===== config.mk =====
export PLATFORM = sky130hd
export DESIGN_NAME = serial_subtractor_flat
export DESIGN_NICKNAME = d
export VERILOG_FILES = /design/src/rtl/serial_arith_pkg.sv /design/src/rtl/serial_subtractor_if.sv /design/src/rtl/full_subtractor.sv /design/src/rtl/serial_subtractor.sv /design/src/flat_wrapper.sv
export SDC_FILE = /design/constraint.sdc
export NUM_CORES = 1
export LEC_CHECK = 0
export BUFFER_PORTS_ARGS = -buffer_cell sky130_fd_sc_hd__clkbuf_2
export CAP_MARGIN = 10
export CELL_PAD_IN_SITES_DETAIL_PLACEMENT = 0
export CELL_PAD_IN_SITES_GLOBAL_PLACEMENT = 1
export CORE_UTILIZATION = 40
export CTS_BUF_LIST = sky130_fd_sc_hd__clkbuf_16
export DETAILED_ROUTE_END_ITERATION = 10
export PLACE_DENSITY_LB_ADDON = 0.1
export RECOVER_POWER = 100
export SYNTH_ARGS = -nofsm -noshare
export SYNTH_HDL_FRONTEND = slang
export SYNTH_SLANG_ARGS = --single-unit

===== constraint.sdc =====
create_clock -name clk -period 3.15 [get_ports clk]
set_input_delay 0.63 -clock clk [delete_from_list [all_inputs] [get_ports clk]]
set_output_delay 0.63 -clock clk [all_outputs]
set_load 0.005 [all_outputs]

===== src/rtl/serial_arith_pkg.sv =====
// Shared types for the bit-serial arithmetic datapaths.
// Holds the sequencer state encoding and the counter width helper.
package serial_arith_pkg;

    typedef enum logic [1:0] {
        IDLE = 2'd0,
        RUN  = 2'd1,
        DONE = 2'd2
    } state_t;

    // A 1- or 2-bit operand still needs one counter bit.
    function automatic int cnt_width(input int w);
        return (w <= 2) ? 1 : $clog2(w);
    endfunction

endpackage


===== src/rtl/serial_subtractor_if.sv =====
// Start/busy/done handshake and operand/result bus of serial_subtractor.
// The ovf line exists only when SERSUB_OVF_EN is defined.
interface serial_subtractor_if #(
    parameter int WIDTH = 4
);
    logic             start;
    logic [WIDTH-1:0] a;
    logic [WIDTH-1:0] b;
    logic             bin;
    logic             busy;
    logic             done;
    logic [WIDTH-1:0] diff;
    logic             bout;
`ifdef SERSUB_OVF_EN
    logic             ovf;

    modport master (
        output start, a, b, bin,
        input  busy, done, diff, bout, ovf
    );

    modport slave (
        input  start, a, b, bin,
        output busy, done, diff, bout, ovf
    );
`else
    modport master (
        output start, a, b, bin,
        input  busy, done, diff, bout
    );

    modport slave (
        input  start, a, b, bin,
        output busy, done, diff, bout
    );
`endif
endinterface


===== src/rtl/full_subtractor.sv =====
// One-bit full subtractor cell: diff = a - b - bin.
// Purely combinational; bout is the borrow into the next bit.
module full_subtractor (
    output logic bout,
    output logic diff,
    input  logic a,
    input  logic b,
    input  logic bin
);

    assign diff = a ^ b ^ bin;
    assign bout = (~a & b) | (~(a ^ b) & bin);

endmodule


===== src/rtl/serial_subtractor.sv =====
// Bit-serial two's-complement subtractor, one result bit per clock.
// Optional signed overflow output enabled by defining SERSUB_OVF_EN.
module serial_subtractor
    import serial_arith_pkg::*;
#(
    parameter int WIDTH = 4
) (
    input logic            clk,
    input logic            rst,
    serial_subtractor_if.slave bus
);

    localparam int CW = cnt_width(WIDTH);
    localparam logic [CW-1:0] LAST = CW'(WIDTH - 1);

    state_t           state;
    state_t           state_nxt;
    logic [WIDTH-1:0] a_sh;
    logic [WIDTH-1:0] b_sh;
    logic [WIDTH-1:0] diff_r;
    logic [CW-1:0]    cnt;
    logic             brw;
    logic             brw_nxt;
    logic             bout_r;
    logic             d;
    logic             accept;
    logic             last;

    full_subtractor u_cell (
        .bout (brw_nxt),
        .diff (d),
        .a    (a_sh[0]),
        .b    (b_sh[0]),
        .bin  (brw)
    );

    assign accept = bus.start && (state != RUN);
    assign last   = (state == RUN) && (cnt == LAST);

    // Sequencer state register.
    always_ff @(posedge clk) begin
        if (rst) begin
            state <= IDLE;
        end else begin
            state <= state_nxt;
        end
    end

    // Next state: starts are honoured only outside RUN.
    always_comb begin
        state_nxt = state;
        unique case (state)
            IDLE:    if (bus.start) state_nxt = RUN;
            RUN:     if (last) state_nxt = DONE;
            DONE:    state_nxt = bus.start ? RUN : IDLE;
            default: state_nxt = IDLE;
        endcase
    end

    // Operand capture, serial shift and result latching.
    always_ff @(posedge clk) begin
        if (rst) begin
            a_sh   <= '0;
            b_sh   <= '0;
            diff_r <= '0;
            cnt    <= '0;
            brw    <= 1'b0;
            bout_r <= 1'b0;
        end else if (accept) begin
            a_sh <= bus.a;
            b_sh <= bus.b;
            brw  <= bus.bin;
            cnt  <= '0;
        end else if (state == RUN) begin
            a_sh   <= a_sh >> 1;
            b_sh   <= b_sh >> 1;
            diff_r <= WIDTH'({d, diff_r} >> 1);
            brw    <= brw_nxt;
            if (last) begin
                bout_r <= brw_nxt;
            end else begin
                cnt <= cnt + CW'(1);
            end
        end
    end

`ifdef SERSUB_OVF_EN
    logic a_msb;
    logic b_msb;
    logic ovf_r;

    // Signed overflow from the captured operand signs and the last diff bit.
    always_ff @(posedge clk) begin
        if (rst) begin
            a_msb <= 1'b0;
            b_msb <= 1'b0;
            ovf_r <= 1'b0;
        end else if (accept) begin
            a_msb <= bus.a[WIDTH-1];
            b_msb <= bus.b[WIDTH-1];
        end else if (last) begin
            ovf_r <= (a_msb ^ b_msb) & (a_msb ^ d);
        end
    end

    assign bus.ovf = ovf_r;
`endif

    assign bus.busy = (state == RUN);
    assign bus.done = (state == DONE);
    assign bus.diff = diff_r;
    assign bus.bout = bout_r;

endmodule


===== src/flat_wrapper.sv =====
// flat-port wrapper written by rule: the top's interface ports become plain ports
module serial_subtractor_flat import serial_arith_pkg::*;
#(
    parameter int WIDTH = 4
)
  (clk, rst, bus_start, bus_a, bus_b, bus_bin, bus_busy, bus_done, bus_diff, bus_bout);
  serial_subtractor_if #(.WIDTH(WIDTH)) bus_i ();
  input logic clk;
  input logic rst;
  input wire logic [$bits(bus_i.start)-1:0] bus_start;
  input wire logic [$bits(bus_i.a)-1:0] bus_a;
  input wire logic [$bits(bus_i.b)-1:0] bus_b;
  input wire logic [$bits(bus_i.bin)-1:0] bus_bin;
  output wire logic [$bits(bus_i.busy)-1:0] bus_busy;
  output wire logic [$bits(bus_i.done)-1:0] bus_done;
  output wire logic [$bits(bus_i.diff)-1:0] bus_diff;
  output wire logic [$bits(bus_i.bout)-1:0] bus_bout;
  assign bus_i.start = bus_start;
  assign bus_i.a = bus_a;
  assign bus_i.b = bus_b;
  assign bus_i.bin = bus_bin;
  assign bus_busy = bus_i.busy;
  assign bus_done = bus_i.done;
  assign bus_diff = bus_i.diff;
  assign bus_bout = bus_i.bout;
  serial_subtractor #(.WIDTH(WIDTH)) u_core (.clk(clk), .rst(rst), .bus(bus_i));
endmodule

* Yosys cells after proc, flatten, opt, wreduce, memory -nomap -nowiden
Cells that the tools add are included.
** Operators by class
- Bitwise gates (word level) :: 9
- Add/subtract/negate cells :: 1
- Reductions and logical operators :: 9
- Mux-type cells :: 10
- Equality and inequality tests :: 6
** Operators with widths (count)
- 4-bit two-way mux :: 4
- 2-bit case mux with 3 select lines :: 1
- 2-bit AND reduction :: 3
- 2-bit == test (second input constant) :: 2
- 2-bit two-way mux :: 2
- 2-bit by 1-bit inequality test with 1-bit output (second input constant) :: 2
- 1-bit NOT :: 4
- 1-bit two-way mux :: 3
- 3-bit AND reduction :: 1
- 2-bit by 1-bit adder with 2-bit output (second input constant) :: 1
- 1-bit bitwise AND :: 2
- 2-bit by 1-bit == test with 1-bit output (second input constant) :: 1
- 1-bit logical AND :: 2
- 2-bit zero test :: 1
- 2-bit inequality test (second input constant) :: 1
- 2-bit nonzero test :: 1
- 2-bit OR reduction :: 1
- 1-bit bitwise XOR :: 2
- 1-bit bitwise OR :: 1
** Word-level totals
- Word-level logic and storage cells :: 42
- Input bits :: 12
- Register bits after elaboration :: 18

* Longest topological paths before layout
- Word-level depth :: 6
- Gate-level depth with buffers :: 5
- Depth with buffers taken out :: 4

* Cells and area by module
From an unflattened synthesis, not the netlist that was laid out.
** Unflattened totals
- Cell total of the unflattened synthesis :: 85
- Area total of the unflattened synthesis :: 792.0 um2
** Modules (own cells, without submodules)
- serial_subtractor :: sequential area each 360.3 um2, cells each 81, instances 1, area each 760.7 um2
- full_subtractor :: sequential area each 0.0 um2, cells each 4, instances 1, area each 31.3 um2

* Least setup slack after synthesis
Ideal clock, no wire load.
- Kind :: register to output
- Start point :: reg u_core.state[0]
- End point :: out bus_busy
- Arrival :: 648 ps
- Path buffers :: 1
- Data required time :: 2520 ps
- Stages on the path, launching flop included :: 4
- Setup slack :: 1872 ps
- Cell sequence :: dfxtp_1 nand2b_4 inv_2 buf_4
** Between the ends
- Word-level cells in the longest chain between the ends :: 1
** Ends and longest elaborated chain
- start: declaration :: line serial_subtractor.sv:16 : state_t state;
- start signal: assignment :: line serial_subtractor.sv:45 : state <= state_nxt;
- 2-bit by 1-bit == test with 1-bit output :: line serial_subtractor.sv:109 : assign bus.busy = (state == RUN);
- end: declaration :: line flat_wrapper.sv:14 : output wire logic [$bits(bus_i.busy)-1:0] bus_busy;
No other way between the ends.

* Worst setup path in the final report
Ends and elaborated chain as after synthesis.

==> impl.org <==
** Logic synthesis
- Of the total synthesized cell area, the portion taken by full adders, half adders and majority gates is 0.04134.
- The synthesized netlist occupies a cell area of 787.0 µm².
- Yosys mapped a number of flops with a built-in enable equal to 0.
- During synthesis, Yosys emitted a total of 0 warnings.
- By instance count, the leading cell after synthesis is sky130_fd_sc_hd__dfxtp_1.
- Synthesis handed over a netlist of 83 instances.
- Parity-gate share of the synthesized area counting xor and xnor cells :: 0
- Area fraction in compound gates after synthesis :: 0.1494
- Commonest cells in the synthesized netlist :: 18 x sky130_fd_sc_hd__dfxtp_1, 10 x sky130_fd_sc_hd__nand2_1, 8 x sky130_fd_sc_hd__mux2i_1, 8 x sky130_fd_sc_hd__nor2_1, 7 x sky130_fd_sc_hd__a211oi_1
- Dominant cell type by area after synthesis :: sky130_fd_sc_hd__dfxtp_1
- Mux contribution to synthesized area :: 0.1017
- In the synthesized netlist the async set-or-reset flop fraction comes to 0.
- Of the total synthesized cell area, the portion taken by AND, OR, NAND and NOR gates is 0.1749.
- Dividing the synthesized area by the synthesized cell count gives 9.482 µm².
- Main combinational cell family by area after synthesis :: simple AND/OR/NAND/NOR gates
- The share of synthesized area in the top cell type comes to 0.4579.
- Sorting the synthesized cells by area gives the leading types as sky130_fd_sc_hd__dfxtp_1 46%, sky130_fd_sc_hd__mux2i_1 10%, sky130_fd_sc_hd__a211oi_1 6.7%.
- Sequential area share after synthesis :: 0.4579
- Most used DFF post-synth :: sky130_fd_sc_hd__dfxtp_1
- When the netlist entered floorplanning its net count stood at 97.
- Seq cells post-synth :: 18
- After synthesis, the netlist uses 25 different library cells.

** GRT
- Antenna violations before repair :: 0
- Global routing finished with a remaining overflow of 0.
- Vias in the first global route :: 544
- Routing usage on met1 :: 0.1976
- The first global-routing pass estimated 2.373 mm of wire.
- Entering global routing, the biggest net connects 23 pins.
- Busiest layer in global routing :: met2
- For this run, the total global-route usage over all layers was measured as 0.1581.
- For met3 alone, demand over resource in global routing was 0.05882.
- Global routing usage on met2 :: 0.2472

** Finish
- Fraction of the core area covered by cells at the end of the flow :: 0.5214
- Total non-filler cell area in the finished layout :: 929.6 µm²
- Proportion of layout cells with a drive suffix above 1 :: 0.1429
- Antenna cell count :: 0
- Growth of design area from synthesis to finish :: 18.12%
- Count of placed standard cells in the final layout, fillers left out :: 123
- After the last flow step, the layout net total stands at 114.

** Die
- Floorplan row count :: 15
- Die Ht :: 46.36 µm
- Horizontal die dimension :: 46.36 µm
- Area enclosed by the die boundary :: 2149 µm²
- 19 I/O pins were placed.
- In this run the standard cell core region covers 1783 µm².
- Initial standard-cell utilization of the core :: 0.4414

** STA
- Of the available clock period, the critical path in the final layout requires 0.6151.
- Fin. Hold Viols :: 0
- Final critical delay including setup and external delays :: 1.938 ns
- Hold_ws :: 0.4554 ns
- Unrepaired setup endpoints after global routing :: no
- The count of final max-slew check failures was 0.
- Fmax :: 0.5161 GHz
- Setup violations remaining at the end of the flow were counted as 0.
- Min setup slack post-route :: 1.212 ns
- Final Skew :: 0.0008404 ns
- Adding up every negative setup slack in the final design gives 0 ns.
- Headroom to the max-slew limit :: 0.4913
- Actual transition at the worst max-transition pin :: 0.7631 ns

** Placed design
- The placed instances occupy a cell area of 864.6 µm².
- Final estimated routing congestion in global placement :: 0.6762
- Buffers added on ports :: 18
- Detailed placement finished with a half-perimeter wire length of 939.9 µm.
- Worst setup timing slack at the placement stage :: 1.573 ns
- Instance count after placement with tap cells included :: 120

** Power and ir drop
- Of the total power, the clock network draws 0.444.
- Net Sw Power :: 0.1225 mW
- The share of total power dissipated in sequential elements is 0.451.
- Summed over all cells, the static leakage comes to 0.3870 nW.
- Logic gate share of total power :: 0.105
- Internal power comes to 0.4356 mW.
- Worst IR drop on VDD :: 0.4472 mV
- Switching portion of total power :: 0.2194
- Power density of the placed cells :: 600.4 nW/µm²
- Overall power after layout :: 0.5581 mW

** Clock tree
- Root cell of the clock tree :: sky130_fd_sc_hd__clkbuf_16
- TritonCTS built the clock tree.
- Number of buffers inserted to repair setup after CTS :: 0
- CTS sink count :: 18
- Buffers inserted during clock tree synthesis total 3.
- At the later pin of the worst-skew pair, clock insertion delay measures 0.25 ns.
- CTS built an H-tree with a depth of 1.
- After clock tree synthesis, the clock-pin slew on the worst setup and hold paths is 0.05 ns.
- In this run, post-CTS repair resized a total of 0 instances.
- Number of hold-repair buffers added at the cts stage :: 0
- No sink is reached through more buffers than the 2 on the longest clock path.

** Worst setup path
- Highest fanout seen on the critical path :: 22
- The worst register-to-register path has a setup slack of 1.78 ns.
- Classification of the worst setup path :: flip-flop to primary output
- Data arrives at the worst endpoint at 1.31 ns.
- For the worst flop-to-flop path, the logic depth is 4.
- The worst register-to-register path begins at u_core.state[0].
- In this run the critical register-to-register path is captured at u_core.bus.bout.
- The worst setup path is launched from a flip-flop.
- Kind of capture point of the worst setup path :: primary output
- At the worst endpoint, the required time is 2.52 ns.

** Routing
- In this run the remaining antenna-violating nets after routing total 0.
- In the routed design, unresolved DRC markers number 0.
- The final layout contains routed wiring with a total length of 1.374 mm.
- The first detailed-routing pass ran for 4 iterations.
- After detailed routing, the number of vias per cell comes to 5.041.
- Initial DRC Count :: 6
- Wirelength per Cell :: 11.17 µm
- The final route contains 620 vias.

** Worst hold path
- In this run the most critical hold path is launched from u_core.bus.diff[0].
- The path with the worst hold slack has its endpoint at u_core.bus.diff[0].
- Cell depth of the worst min-delay path :: 2
- The worst hold path belongs to the class flip-flop to flip-flop.

** Run
- Max cap viols :: 0

** Run status
- The flow ran to the end, and the final reports show no timing, DRC or antenna violations.
## layout by cell type, fill, tap and decap left out
| cell | Yosys | layout |
|---|---|---|
| sky130_fd_sc_hd__a211oi_1 | 7 | 7 |
| sky130_fd_sc_hd__a21oi_1 | 5 | 5 |
| sky130_fd_sc_hd__a2bb2oi_1 | 1 | 1 |
| sky130_fd_sc_hd__a311oi_1 | 1 | 1 |
| sky130_fd_sc_hd__a31oi_1 | 2 | 2 |
| sky130_fd_sc_hd__and2b_1 | 1 | 1 |
| sky130_fd_sc_hd__clkbuf_1 | 0 | 8 |
| sky130_fd_sc_hd__clkbuf_16 | 0 | 3 |
| sky130_fd_sc_hd__clkbuf_2 | 1 | 10 |
| sky130_fd_sc_hd__dfxtp_1 | 18 | 18 |
| sky130_fd_sc_hd__fa_1 | 1 | 1 |
| sky130_fd_sc_hd__ha_1 | 1 | 1 |
| sky130_fd_sc_hd__inv_1 | 3 | 4 |
| sky130_fd_sc_hd__mux2i_1 | 8 | 8 |
| sky130_fd_sc_hd__nand2_1 | 10 | 10 |
| sky130_fd_sc_hd__nand2b_4 | 1 | 1 |
| sky130_fd_sc_hd__nand3_1 | 2 | 2 |
| sky130_fd_sc_hd__nand3b_1 | 3 | 3 |
| sky130_fd_sc_hd__nor2_1 | 8 | 8 |
| sky130_fd_sc_hd__nor3_1 | 2 | 2 |
| sky130_fd_sc_hd__o211a_1 | 1 | 1 |
| sky130_fd_sc_hd__or3_1 | 1 | 1 |
## power groups by stage
stage / clock network (mW) / registers (mW) / logic (mW)
after CTS: 0.254 / 0.252 / 0.0609
final: 0.248 / 0.251 / 0.0586
after global placement: 0 / 0.256 / 0.0610
after detailed placement: 0 / 0.256 / 0.0607
after global routing: 0.263 / 0.253 / 0.0675
after floorplan: 0 / 0.254 / 0.0489
## logic make-up (layout without fill, tap and decap cells)
family / count (synthesis) / count (layout)
flip-flops: 18 / 18
buffers and inverters: 10 / 25
adder cells (fa/ha/maj): 2 / 2
AO/OA/AOI/OAI: 17 / 17
multiplexers: 8 / 8
AND/OR/NAND/NOR: 28 / 28
## state kept, by name, indices dropped and copies added, names as in the netlist
register,cells
u_core.b_sh,4
u_core.bus.bout,1
u_core.state,2
u_core.brw,1
u_core.a_sh,4
u_core.cnt,2
u_core.bus.diff,4
## final cells by class
type / count / area [µm²]
sequential: 18 / 360.3
tap: 25 / 31.28
fill: 186 / 853.3
multi-input combinational: 55 / 367.9
timing repair buffer: 18 / 80.08
inverter: 4 / 15.01
clock buffer: 3 / 75.07
## worst max path at each step
stage / startpoint / to
final: u_core.state[0] / bus_busy
after global routing: u_core.state[0] / bus_busy
after CTS: u_core.state[0] / bus_busy
after detailed placement: u_core.state[0] / bus_busy
after global placement: u_core.state[0] / bus_busy
after floorplan: u_core.state[0] / bus_busy
## layer usage
layer  vias to the layer above  routed length [µm]
li1                        319                   -
met1                       287                 686
met2                        12                 609
met3                         2                  67
met4                         0                  11
met5                         -                   0
## critical path: stages (launching register included)
cell and delay, ns:
sky130_fd_sc_hd__dfxtp_1 0.39, sky130_fd_sc_hd__nand2b_4 0.17, sky130_fd_sc_hd__inv_1 0.34, sky130_fd_sc_hd__clkbuf_1 0.15
Power figures use the tool's default switching activity.
